**config.mk**
```make
export PLATFORM = sky130hd
export DESIGN_NAME = fifopop
export DESIGN_NICKNAME = d
export VERILOG_FILES = /design/src/rtl/fifopop_pkg.sv /design/src/rtl/fifopop_buf.sv /design/src/rtl/fifopop.sv
export SDC_FILE = /design/constraint.sdc
export NUM_CORES = 1
export LEC_CHECK = 0
export BUFFER_PORTS_ARGS = -buffer_cell sky130_fd_sc_hd__buf_2
export CAP_MARGIN = 20
export CORE_MARGIN = 2
export CORE_UTILIZATION = 60
export CTS_CLUSTER_DIAMETER = 30
export DETAILED_ROUTE_END_ITERATION = 10
export PLACE_DENSITY = 0.95
export SETUP_SLACK_MARGIN = 0.05
export SYNTH_ARGS = -nofsm -noshare
export SYNTH_HDL_FRONTEND = slang
export SYNTH_SLANG_ARGS = --single-unit
```
**constraint.sdc**
```tcl
create_clock -name clk -period 7.6 [get_ports clk]
set_clock_uncertainty 0.2 [all_clocks]
set_input_delay 0.76 -clock clk [delete_from_list [all_inputs] [get_ports clk]]
set_output_delay 0.76 -clock clk [all_outputs]
set_load 0.05 [all_outputs]
```
**src/rtl/fifopop_pkg.sv**
```systemverilog
// fifopop_pkg: shared definitions for the fifopop read-side controller.
//   FIFOPOP_BUF_DEPTH : number of entries in the output skid buffer (2).
//   cnt_t             : buffered-word count, 0..FIFOPOP_BUF_DEPTH.
package fifopop_pkg;
  localparam int FIFOPOP_BUF_DEPTH = 2;
  typedef logic [1:0] cnt_t;
endpackage

```
**src/rtl/fifopop_buf.sv**
```systemverilog
// fifopop_buf: 2-entry register buffer feeding the fifopop output stream.
// Strict FIFO order; out_data/out_valid are flops loaded from the next-state
// head so the downstream sees registered outputs with no bubble.
// Ports:
//   clk, rst        : clock, synchronous active-high reset
//   push, push_data : write a word at the tail
//   pop             : remove the head word (ignored when empty)
//   cnt             : number of buffered words
//   out_valid       : buffer non-empty (registered)
//   out_data        : head word (registered)
module fifopop_buf
  import fifopop_pkg::*;
#(
  parameter int DW = 16
) (
  input  logic          clk,
  input  logic          rst,
  input  logic          push,
  input  logic [DW-1:0] push_data,
  input  logic          pop,
  output cnt_t          cnt,
  output logic          out_valid,
  output logic [DW-1:0] out_data
);

  logic [DW-1:0] mem   [FIFOPOP_BUF_DEPTH];
  logic [DW-1:0] mem_n [FIFOPOP_BUF_DEPTH];
  logic          head, tail;
  logic          head_n, tail_n;
  cnt_t          cnt_n;
  logic          do_push, do_pop;

  always_comb begin
    do_pop  = pop & (cnt != '0);
    // A full buffer only takes a word when the head leaves in the same cycle.
    do_push = push & ((cnt != cnt_t'(FIFOPOP_BUF_DEPTH)) | do_pop);
    mem_n   = mem;
    if (do_push) mem_n[tail] = push_data;
    // Depth 2: pointer increment modulo 2 is a toggle.
    head_n  = head ^ do_pop;
    tail_n  = tail ^ do_push;
    cnt_n   = cnt + cnt_t'(do_push) - cnt_t'(do_pop);
  end

  always_ff @(posedge clk) begin
    if (rst) begin
      for (int i = 0; i < FIFOPOP_BUF_DEPTH; i++) mem[i] <= '0;
      head      <= 1'b0;
      tail      <= 1'b0;
      cnt       <= '0;
      out_valid <= 1'b0;
      out_data  <= '0;
    end else begin
      mem       <= mem_n;
      head      <= head_n;
      tail      <= tail_n;
      cnt       <= cnt_n;
      out_valid <= (cnt_n != '0);
      // Holding out_data when the buffer drains keeps it stable for free.
      if (cnt_n != '0) out_data <= mem_n[head_n];
    end
  end

endmodule

```
**src/rtl/fifopop.sv**
```systemverilog
// fifopop: read-side controller for a fifosync instance. Drains the FIFO
// through its one-cycle-latency read port and re-presents the words as a
// registered valid/ready stream at full throughput.
// Optional feature: define FIFOPOP_COUNT_EN to add the pop_count port.
// Ports:
//   clk, rst       : clock, synchronous active-high reset
//   fifo_empty     : FIFO empty flag
//   fifo_rd_en     : FIFO read request (combinational)
//   fifo_rd_data   : FIFO read data, qualified by fifo_rd_valid
//   fifo_rd_valid  : FIFO read data valid, one cycle after fifo_rd_en
//   out_valid      : output word available (registered)
//   out_ready      : consumer accepts the word
//   out_data       : output word (registered)
//   pop_count      : words delivered, wraps mod 2^CW (FIFOPOP_COUNT_EN only)
//
// Handshake: a word transfers on every rising edge where out_valid and
// out_ready are both high. Once out_valid is high, out_valid and out_data
// hold until that transfer happens; out_ready may change freely.
module fifopop
  import fifopop_pkg::*;
#(
  parameter int DW = 16,
  parameter int CW = 32
) (
  input  logic          clk,
  input  logic          rst,
  input  logic          fifo_empty,
  output logic          fifo_rd_en,
  input  logic [DW-1:0] fifo_rd_data,
  input  logic          fifo_rd_valid,
  output logic          out_valid,
  input  logic          out_ready,
  output logic [DW-1:0] out_data
`ifdef FIFOPOP_COUNT_EN
  ,
  output logic [CW-1:0] pop_count
`endif
);

  cnt_t       cnt;
  logic       pop;
  logic       push;
  logic       inflight;
  logic       err;
  logic [2:0] occ;

  assign pop = out_valid & out_ready;

  // Words that will occupy the buffer after this edge: buffered plus the one
  // returning from last cycle's read, minus the one leaving now. out_ready
  // reaches fifo_rd_en through pop so a full buffer restarts immediately.
  assign occ        = {1'b0, cnt} + {2'b00, inflight} - {2'b00, pop};
  assign fifo_rd_en = !rst & !fifo_empty & (occ < 3'(FIFOPOP_BUF_DEPTH));

  // Only returns we asked for are accepted; this also drops a stray return
  // right after reset, since inflight is cleared by reset.
  assign push = fifo_rd_valid & inflight;

  always_ff @(posedge clk) begin
    if (rst) begin
      inflight <= 1'b0;
      err      <= 1'b0;
    end else begin
      inflight <= fifo_rd_en;
      if (fifo_rd_valid & !inflight) err <= 1'b1;
    end
  end

  // err is a sticky status bit kept for debug visibility; nothing consumes it.
  logic unused_err;
  assign unused_err = err;

  fifopop_buf #(.DW(DW)) u_buf (
    .clk       (clk),
    .rst       (rst),
    .push      (push),
    .push_data (fifo_rd_data),
    .pop       (pop),
    .cnt       (cnt),
    .out_valid (out_valid),
    .out_data  (out_data)
  );

`ifdef FIFOPOP_COUNT_EN
  always_ff @(posedge clk) begin
    if (rst) pop_count <= '0;
    else if (pop) pop_count <= pop_count + 1'b1;
  end
`else
  logic [CW-1:0] unused_cw;
  assign unused_cw = '0;
`endif

endmodule

```
; Yosys cells after proc, flatten, opt, wreduce, memory -nomap -nowiden
; Cells that the tools add are included.
[op_classes]
eq_ne = 1
magnitude_cmp = 4
addsub = 4
mux = 7
reduce_logical = 5
bitwise = 11
[op_table]
columns = op, count
row1 = 2-to-1 mux 16 bit, 4
row2 = bitwise mux 32 bit, 1
row3 = 2-to-1 mux 32 bit, 1
row4 = demux 16 bit (select 1 bit), 1
row5 = bitwise AND 1 bit, 6
row6 = ">= comparator 2 bit, second input constant", 2
row7 = NOT 1 -> 2 bit, 2
row8 = nonzero test 2 bit, 2
row9 = adder 2 x 1 -> 3 bit, 1
row10 = "< comparator 3 x 2 -> 1 bit, second input constant", 1
row11 = subtractor 3 x 1 -> 3 bit, 1
row12 = adder 2 x 1 -> 2 bit, 1
row13 = logical NOT 1 bit, 2
row14 = "< comparator 2 x 1 -> 1 bit, second input constant", 1
row15 = "!= test 2 bit, second input constant", 1
row16 = subtractor 2 x 1 -> 2 bit, 1
row17 = bitwise XOR 1 bit, 2
row18 = logical AND 1 bit, 1
row19 = bitwise OR 1 bit, 1
[totals]
regBits = 54
output_inout_bits = 18
input_bits = 21
elab_cells = 40

; Depth between registers and ports, before layout
; Gate-level depths: netlist of run 1.
[depth]
word_depth = 10
mapped_depth = 11

; Modules after synthesis
; Synthesis of run 1 repeated with hierarchy kept, for this count alone.
[hier_totals]
cells_unflattened = 272
area_unflattened_um2 = 2373.5
[by_module_without_submodules]
columns = mod, instances, cells_per_inst, area_each_um2
row1 = fifopop_buf, 1, 262, 2272.2
row2 = fifopop, 1, 10, 101.3

; Worst setup path after synthesis of run 1
; OpenSTA, ideal clock, no wires.
[synth_path]
kind = in2out
from = input out_ready
to = output fifo_rd_en
cell_stages = 8
t_required_ns = 6.640
slack_ns = 2.710
t_arrival_ns = 3.930
path_buffers = 2
cell_sequence = and2_1 -> buf_2 -> buf_1 -> ha_1 -> nand2b_1 -> fa_1 -> xor2_1 -> nor4b_1
[synth_between]
elab_chain_cells = 4
[synth_rtl]
columns = element, line_no
row1 = start: declaration, fifopop.sv:32  ; input logic out_ready,
row2 = bitwise AND 1 bit, fifopop.sv:47  ; assign pop = out_valid & out_ready;
row3 = subtractor 3 x 1 -> 3 bit, fifopop.sv:52  ; assign occ = {1'b0, cnt} + {2'b00, inflight} - {2'b00, pop};
row4 = < comparator 3 x 2 -> 1 bit, fifopop.sv:53  ; assign fifo_rd_en = !rst & !fifo_empty & (occ < 3'(FIFOPOP_BUF_DEPTH));
row5 = bitwise AND 1 bit, fifopop.sv:53
row6 = end: declaration, fifopop.sv:28  ; output logic fifo_rd_en,
; No other way between the ends.

; Final worst setup path of run 1
; Same ends and word-level chain as after synthesis.

==> qor.txt, run 1 <==
Drt pass-1 iters: 5
CP Depth: 9
Routed wire per std cell: 16.5 µm
Share of cells above drive strength 1: 17.6%
Final setup viols: 0
Overall power: 553 µW
GRT overflow: 0
Die Ht: 69.1 µm
Main area contributors after synthesis: dfxtp_1 (43%), o211ai_1 (19%), a21oi_1 (6.5%), a32o_1 (6.3%), inv_1 (5.3%)
Number of remaining DRC errors: 0
# hold bufs at CTS: 0
Slew @ Worst Pin: 0.831 ns
GRT Util Overall: 25.5%
Yosys top cell by area: dfxtp_1
Commonest non-fill, non-tap cell in the layout: o211ai_1
PortBufs: 38
TritonCTS clock tree: built
Rel. slew slack: 44.5%
Max H-tree Level: 2
PD cells: 199 nW/µm²
Root buf cell: clkbuf_8
CTS Sinks: 54
Non-filler cells, final: 363
Hold depth: 2
Max Cap Viol: 0
DP Area: 2700 µm²
Post-CTS Setup Repair Bufs: 0
GP Congestion: 0.807
Fin area: 2780 µm²
Syn_nets: 314
Leak: 0.000981 µW
R2R cell count: 10
Most common cell on crit path: buf_2
Worst EP arrival: 2.85 ns
Vias: 2275
Unique cell type count in the Yosys netlist: 28
Largest delay share family, worst path: buffers and inverters
Num CTS Buffers: 5
Antenna cell count: 0
Mapped Cells: 289
CP peak stage delay: 0.37 ns
Worst hold path type: reg2reg
Row cnt: 23
Antenna-violating nets left: 0
Fmax: 263 MHz
Peak VDD IR: 0.000135 V
Worst hold slack: 0.259 ns
Drt initial violations: 308
Core ar.: 4030 µm²
YS warnings: 0
Syn_area_per_cell: 8.79 µm²
Setup Crit Path Kind: in2out
CP required: 6.64 ns
DP Wirelength: 3.96 mm
Worst-path fanout max: 38
Status: finished clean
Hold Fails Final Rpt: 0
Largest net degree at the start of global routing: 41
#FFs+latches synth: 54
Vias/cell: 6.27
P&R area growth vs syn: 9.31%
Die Wd: 69.1 µm
Initial antenna violation count: 0
Top-Level Pins: 39
Die Area: 4770 µm²
Placed cell count: 356
Share of the synthesized area in the top cell type: 42.5%
First-pass GRT wire length: 9.94 mm
Most frequent cells in the layout: o211ai_1 (64), dfxtp_1 (54), buf_2 (38)
Clock-pin transition on the worst setup and hold timing paths: 0.09 ns
Post-layout minimum cycle time: 3.81 ns
Post-Route WL: 6.00 mm
Fin Setup TNS: 0 ns
Slew Viols, Final: 0
Seq/Total Area, Yosys: 42.5%
Fin nets: 338
CP bufs+invs: 3
Synthesized area: 2540 µm²
Worst setup SP type: input port
Worst setup EP type: output pin
RSZ-0062 raised after global routing: false
Post-CTS sizing: 0
CTS max path bufs: 2
Fin crit share: 50.1%
Initial core utilization: 63.1%
Clk_lat worst skew: 0.31 ns
Crit-path slowest cell: fa_1
Crit-path cells: buf_2 -> and2_1 -> buf_4 -> ha_1 -> nand2b_1 -> fa_1 -> xor2_1 -> nor4b_1 -> buf_2
Vias in the first global route: 2184
flip-flops by register name, indices dropped and copies added (netlist names):
register and flops:
u_buf.mem 32, u_buf.out_data 16, u_buf.cnt 2, inflight 1
u_buf.head 1, u_buf.out_valid 1, u_buf.tail 1
final cells by class:
| type | count | area (µm²) |
|---|---|---|
| clock buffers | 6 | 72.6 |
| clock inverters | 1 | 7.51 |
| fillers | 311 | 1250 |
| inverters | 36 | 135 |
| multi-input cells | 175 | 1200 |
| flip-flops and latches | 54 | 1080 |
| well taps | 50 | 62.6 |
| repair buffers | 41 | 216 |
per-stage QoR:
step	worst slack [ns]	utilization, %
floorplan	2.71	-
global placement	3.84	66.7
detailed placement	3.80	67.0
CTS	3.79	68.9
global route	3.67	68.9
finish	3.79	68.9
worst paths after layout:
| check | startpoint | end | slack, ns |
|---|---|---|---|
| max | out_ready | fifo_rd_en | 3.79 |
| min | u_buf.mem[19]$_SDFF_PP0_ | u_buf.mem[19]$_SDFF_PP0_ | 0.26 |
| max reg2reg | u_buf.cnt[1]$_SDFF_PP0_ | u_buf.out_data[12]$_SDFFE_PP0P_ | 4.63 |
| min reg2reg | u_buf.mem[19]$_SDFF_PP0_ | u_buf.mem[19]$_SDFF_PP0_ | 0.26 |
metal layers:
| metal | GRT usage (%) | vias up | wire [µm] |
|---|---|---|---|
| li1 | - | 1093 | - |
| met1 | 31.4 | 1057 | 2480 |
| met2 | 43.7 | 108 | 3010 |
| met3 | 4.97 | 17 | 368 |
| met4 | 10.2 | 0 | 142 |
| met5 | 0 | - | 0 |
logic make-up (layout without fill, tap and decap cells):
kind of cell | count (synthesis) | count (layout) | share of synthesized area, %
AOI/OAI and AO/OA | 120 | 120 | 34.3
xor gates and xnor gates | 5 | 5 | 2.61
adders and majority gates | 4 | 4 | 2.27
buffers and inverters | 60 | 84 | 10.1
DFF | 54 | 54 | 42.5
and+or+nand+nor | 46 | 46 | 8.12
report_power, final:
group / leakage, µW / internal (µW) / switching (µW)
combinational: 0.000507 / 29.4 / 66.4
sequential: 0.000437 / 294 / 6.41
clock: 0.0000373 / 63.4 / 93.3
Yosys cell counts (all sizes together):
library cell,n
buf,16
nor2,5
o21a,2
xor2,3
and3b,1
and3,1
nor4b,2
inv,36
nand2,33
dfxtp,54
o21ai,3
ha,3
nand2b,2
and2,1
fa,1
a32o,16
o211ai,65
a21oi,34
clkbuf,8
xnor2,2
nor3b,1
tightest hold or removal path, delay by kind of cell (launching register included):
| kind | cells | cell delay, ns |
|---|---|---|
| DFF | 1 | 0.32 |
| and+or+nand+nor | 1 | 0.05 |
| AOI/OAI and AO/OA | 1 | 0.05 |
No activity file was read; power rests on OpenSTA's default activity.
==> run 2: changes to the inputs <==
--- a/config.mk
+++ b/config.mk
@@ -8,10 +8,10 @@
 export BUFFER_PORTS_ARGS = -buffer_cell sky130_fd_sc_hd__buf_2
 export CAP_MARGIN = 20
 export CORE_MARGIN = 2
-export CORE_UTILIZATION = 60
+export CORE_UTILIZATION = 51
 export CTS_CLUSTER_DIAMETER = 30
 export DETAILED_ROUTE_END_ITERATION = 10
-export PLACE_DENSITY = 0.95
+export PLACE_DENSITY = 0.87
 export SETUP_SLACK_MARGIN = 0.05
 export SYNTH_ARGS = -nofsm -noshare
 export SYNTH_HDL_FRONTEND = slang
==> constraint.sdc (replaced) <==
create_clock -name clk -period 3.5 [get_ports clk]
set_clock_uncertainty 0.2 [all_clocks]
set_input_delay 0.35 -clock clk [delete_from_list [all_inputs] [get_ports clk]]
set_output_delay 0.35 -clock clk [all_outputs]
set_load 0.05 [all_outputs]
==> qor.txt, run 2 (synthesized netlist as in run 1, its figures left out) <==
PD cells: 476 nW/µm²
Rel. slew slack: 38.9%
Die Ht: 74.6 µm
Antenna cell count: 0
R2R cell count: 10
Most frequent cells in the layout: o211ai_1 (64), dfxtp_1 (53), buf_2 (38)
Fillers: 426
TritonCTS clock tree: built
Post-CTS sizing: 0
Share of cells above drive strength 1: 19.6%
Root buf cell: clkbuf_8
Clock-pin transition on the worst setup and hold timing paths: 0.09 ns
Slew @ Worst Pin: 0.911 ns
Number of remaining DRC errors: 0
Hold depth: 2
Leak: 0.00104 µW
Top-Level Pins: 39
Max Cap Viol: 0
Register area: 1080 µm²
R2R Setup Slk: 0.58 ns
Fmax: 337 MHz
Worst-path fanout max: 4
Die Area: 5560 µm²
Routed wire per std cell: 16.7 µm
Worst setup EP type: output pin
PortBufs: 38
Num CTS Buffers: 5
Vias in the first global route: 2111
Final setup viols: 0
Area occupied by multi-input gates: 1220 µm²
Status: finished clean
Largest registers: u_buf.mem (32), u_buf.out_data (16), u_buf.cnt (2)
Post-layout minimum cycle time: 2.97 ns
RSZ-0062 raised after global routing: false
GP Congestion: 0.761
First-pass GRT wire length: 10.2 mm
Crit-path cells: and2_1 -> ha_1 -> nand2b_1 -> fa_1 -> xor2_1 -> nor4b_4 -> buf_2
Clk_lat worst skew: 0.31 ns
Drt initial violations: 267
GRT overflow: 0
Die Wd: 74.6 µm
Non-filler cells, final: 384
Vias/cell: 5.98
Origin of the worst min-delay path: fifo_empty
Antenna-violating nets left: 0
P&R area growth vs syn: 14.1%
Max H-tree Level: 2
Post-Route WL: 6.41 mm
CP required: 2.95 ns
CP peak stage delay: 0.38 ns
Fin nets: 341
Largest register FFs: 32
CP bufs+invs: 1
Fin crit share: 84.9%
Fin Setup TNS: 0 ns
Most flop-heavy register: u_buf.mem
Largest net degree at the start of global routing: 41
Worst hold path type: in2reg
Drt pass-1 iters: 5
Peak VDD IR: 0.000199 V
Core ar.: 4750 µm²
Worst hold endpoint: inflight$_SDFF_PP0_
Worst EP arrival: 2.42 ns
Hold Fails Final Rpt: 0
# hold bufs at CTS: 0
Initial antenna violation count: 0
Worst setup SP type: flip-flop
Slew Viols, Final: 0
CTS Sinks: 54
Row cnt: 25
Vias: 2295
Post-CTS Setup Repair Bufs: 0
Initial core utilization: 53.4%
GRT Util Overall: 24.2%
Placed cell count: 375
Crit-path slowest cell: fa_1
Worst r2r dst: u_buf.out_data[9]$_SDFFE_PP0P_
Commonest non-fill, non-tap cell in the layout: o211ai_1
DP Wirelength: 4.10 mm
Setup Crit Path Kind: reg2out
Worst r2r src: u_buf.cnt[1]$_SDFF_PP0_
CTS max path bufs: 2
Largest delay share family, worst path: simple AND/OR/NAND/NOR gates
run 2: cell count changes in the layout (fill, tap and decap cells not counted), sizes merged:
| cell | before | now |
|---|---|---|
| bufinv | 0 | 2 |
| buf | 41 | 44 |
| clkinvlp | 1 | 0 |
run 2: worst max-delay path by stage:
stage / startpoint / end / slack [ns] / cells after the start
floorplan: u_buf.out_valid$_SDFF_PP0_ / fifo_rd_en / 0.17 / 8
global placement: u_buf.cnt[1]$_SDFF_PP0_ / u_buf.out_data[6]$_SDFFE_PP0P_ / 0.50 / 9
detailed placement: u_buf.cnt[1]$_SDFF_PP0_ / u_buf.out_data[1]$_SDFFE_PP0P_ / 0.37 / 9
CTS: u_buf.cnt[1]$_SDFF_PP0_ / u_buf.out_data[1]$_SDFFE_PP0P_ / 0.34 / 9
global route: u_buf.cnt[1]$_SDFF_PP0_ / u_buf.out_data[10]$_SDFFE_PP0P_ / 0.35 / 10
finish: u_buf.out_valid$_SDFF_PP0_ / fifo_rd_en / 0.53 / 7
run 2: metal layers:
metal	global-route usage, %	part of all wire, %	wire (µm)	up-vias
met5	0	0	0	-
met4	8.33	1.6	104	0
met2	40.2	51	3260	90
met1	31.4	42	2680	1091
li1	-	-	-	1103
met3	4.88	5.9	377	11
run 2: area by class of cell:
type / count / area share (%)
repair buffers: 44 / 8.24
multi-input cells: 175 / 42.0
flip-flops and latches: 54 / 37.3
clock buffers: 6 / 2.85
well taps: 67 / 2.89
inverters: 36 / 4.66
clock inverters: 2 / 2.07
run 2: power by group:
| part | switching [µW] | internal [µW] |
|---|---|---|
| Sequential | 14.4 | 638 |
| Clock | 205 | 305 |
| Combinational | 149 | 68.8 |
| Total | 369 | 1010 |
run 2: through the flow:
step | utilization (%) | setup WS [ns] | instance area, µm² | hold WS, ns | total power (µW)
after global routing | 61.0 | 0.347 | 2900 | 0.0419 | 1430
final | 61.0 | 0.529 | 2900 | 0.0474 | 1380
after CTS | 60.8 | 0.338 | 2890 | 0.0382 | 1380
after detailed placement | 57.8 | 0.369 | 2750 | 0.245 | 876
after floorplan | - | 0.175 | 2560 | 0.229 | 823
after global placement | 57.8 | 0.500 | 2750 | 0.237 | 871
run 2: worst reg2reg max path: cells and delay by family (launching register included):
family	cells	cell delay [ns]
AO/OA/AOI/OAI	2	0.45
adder cells (fa/ha/maj)	2	0.47
XOR/XNOR	2	0.42
flip-flops	1	0.40
AND/OR/NAND/NOR	1	0.55
buffers and inverters	3	0.37
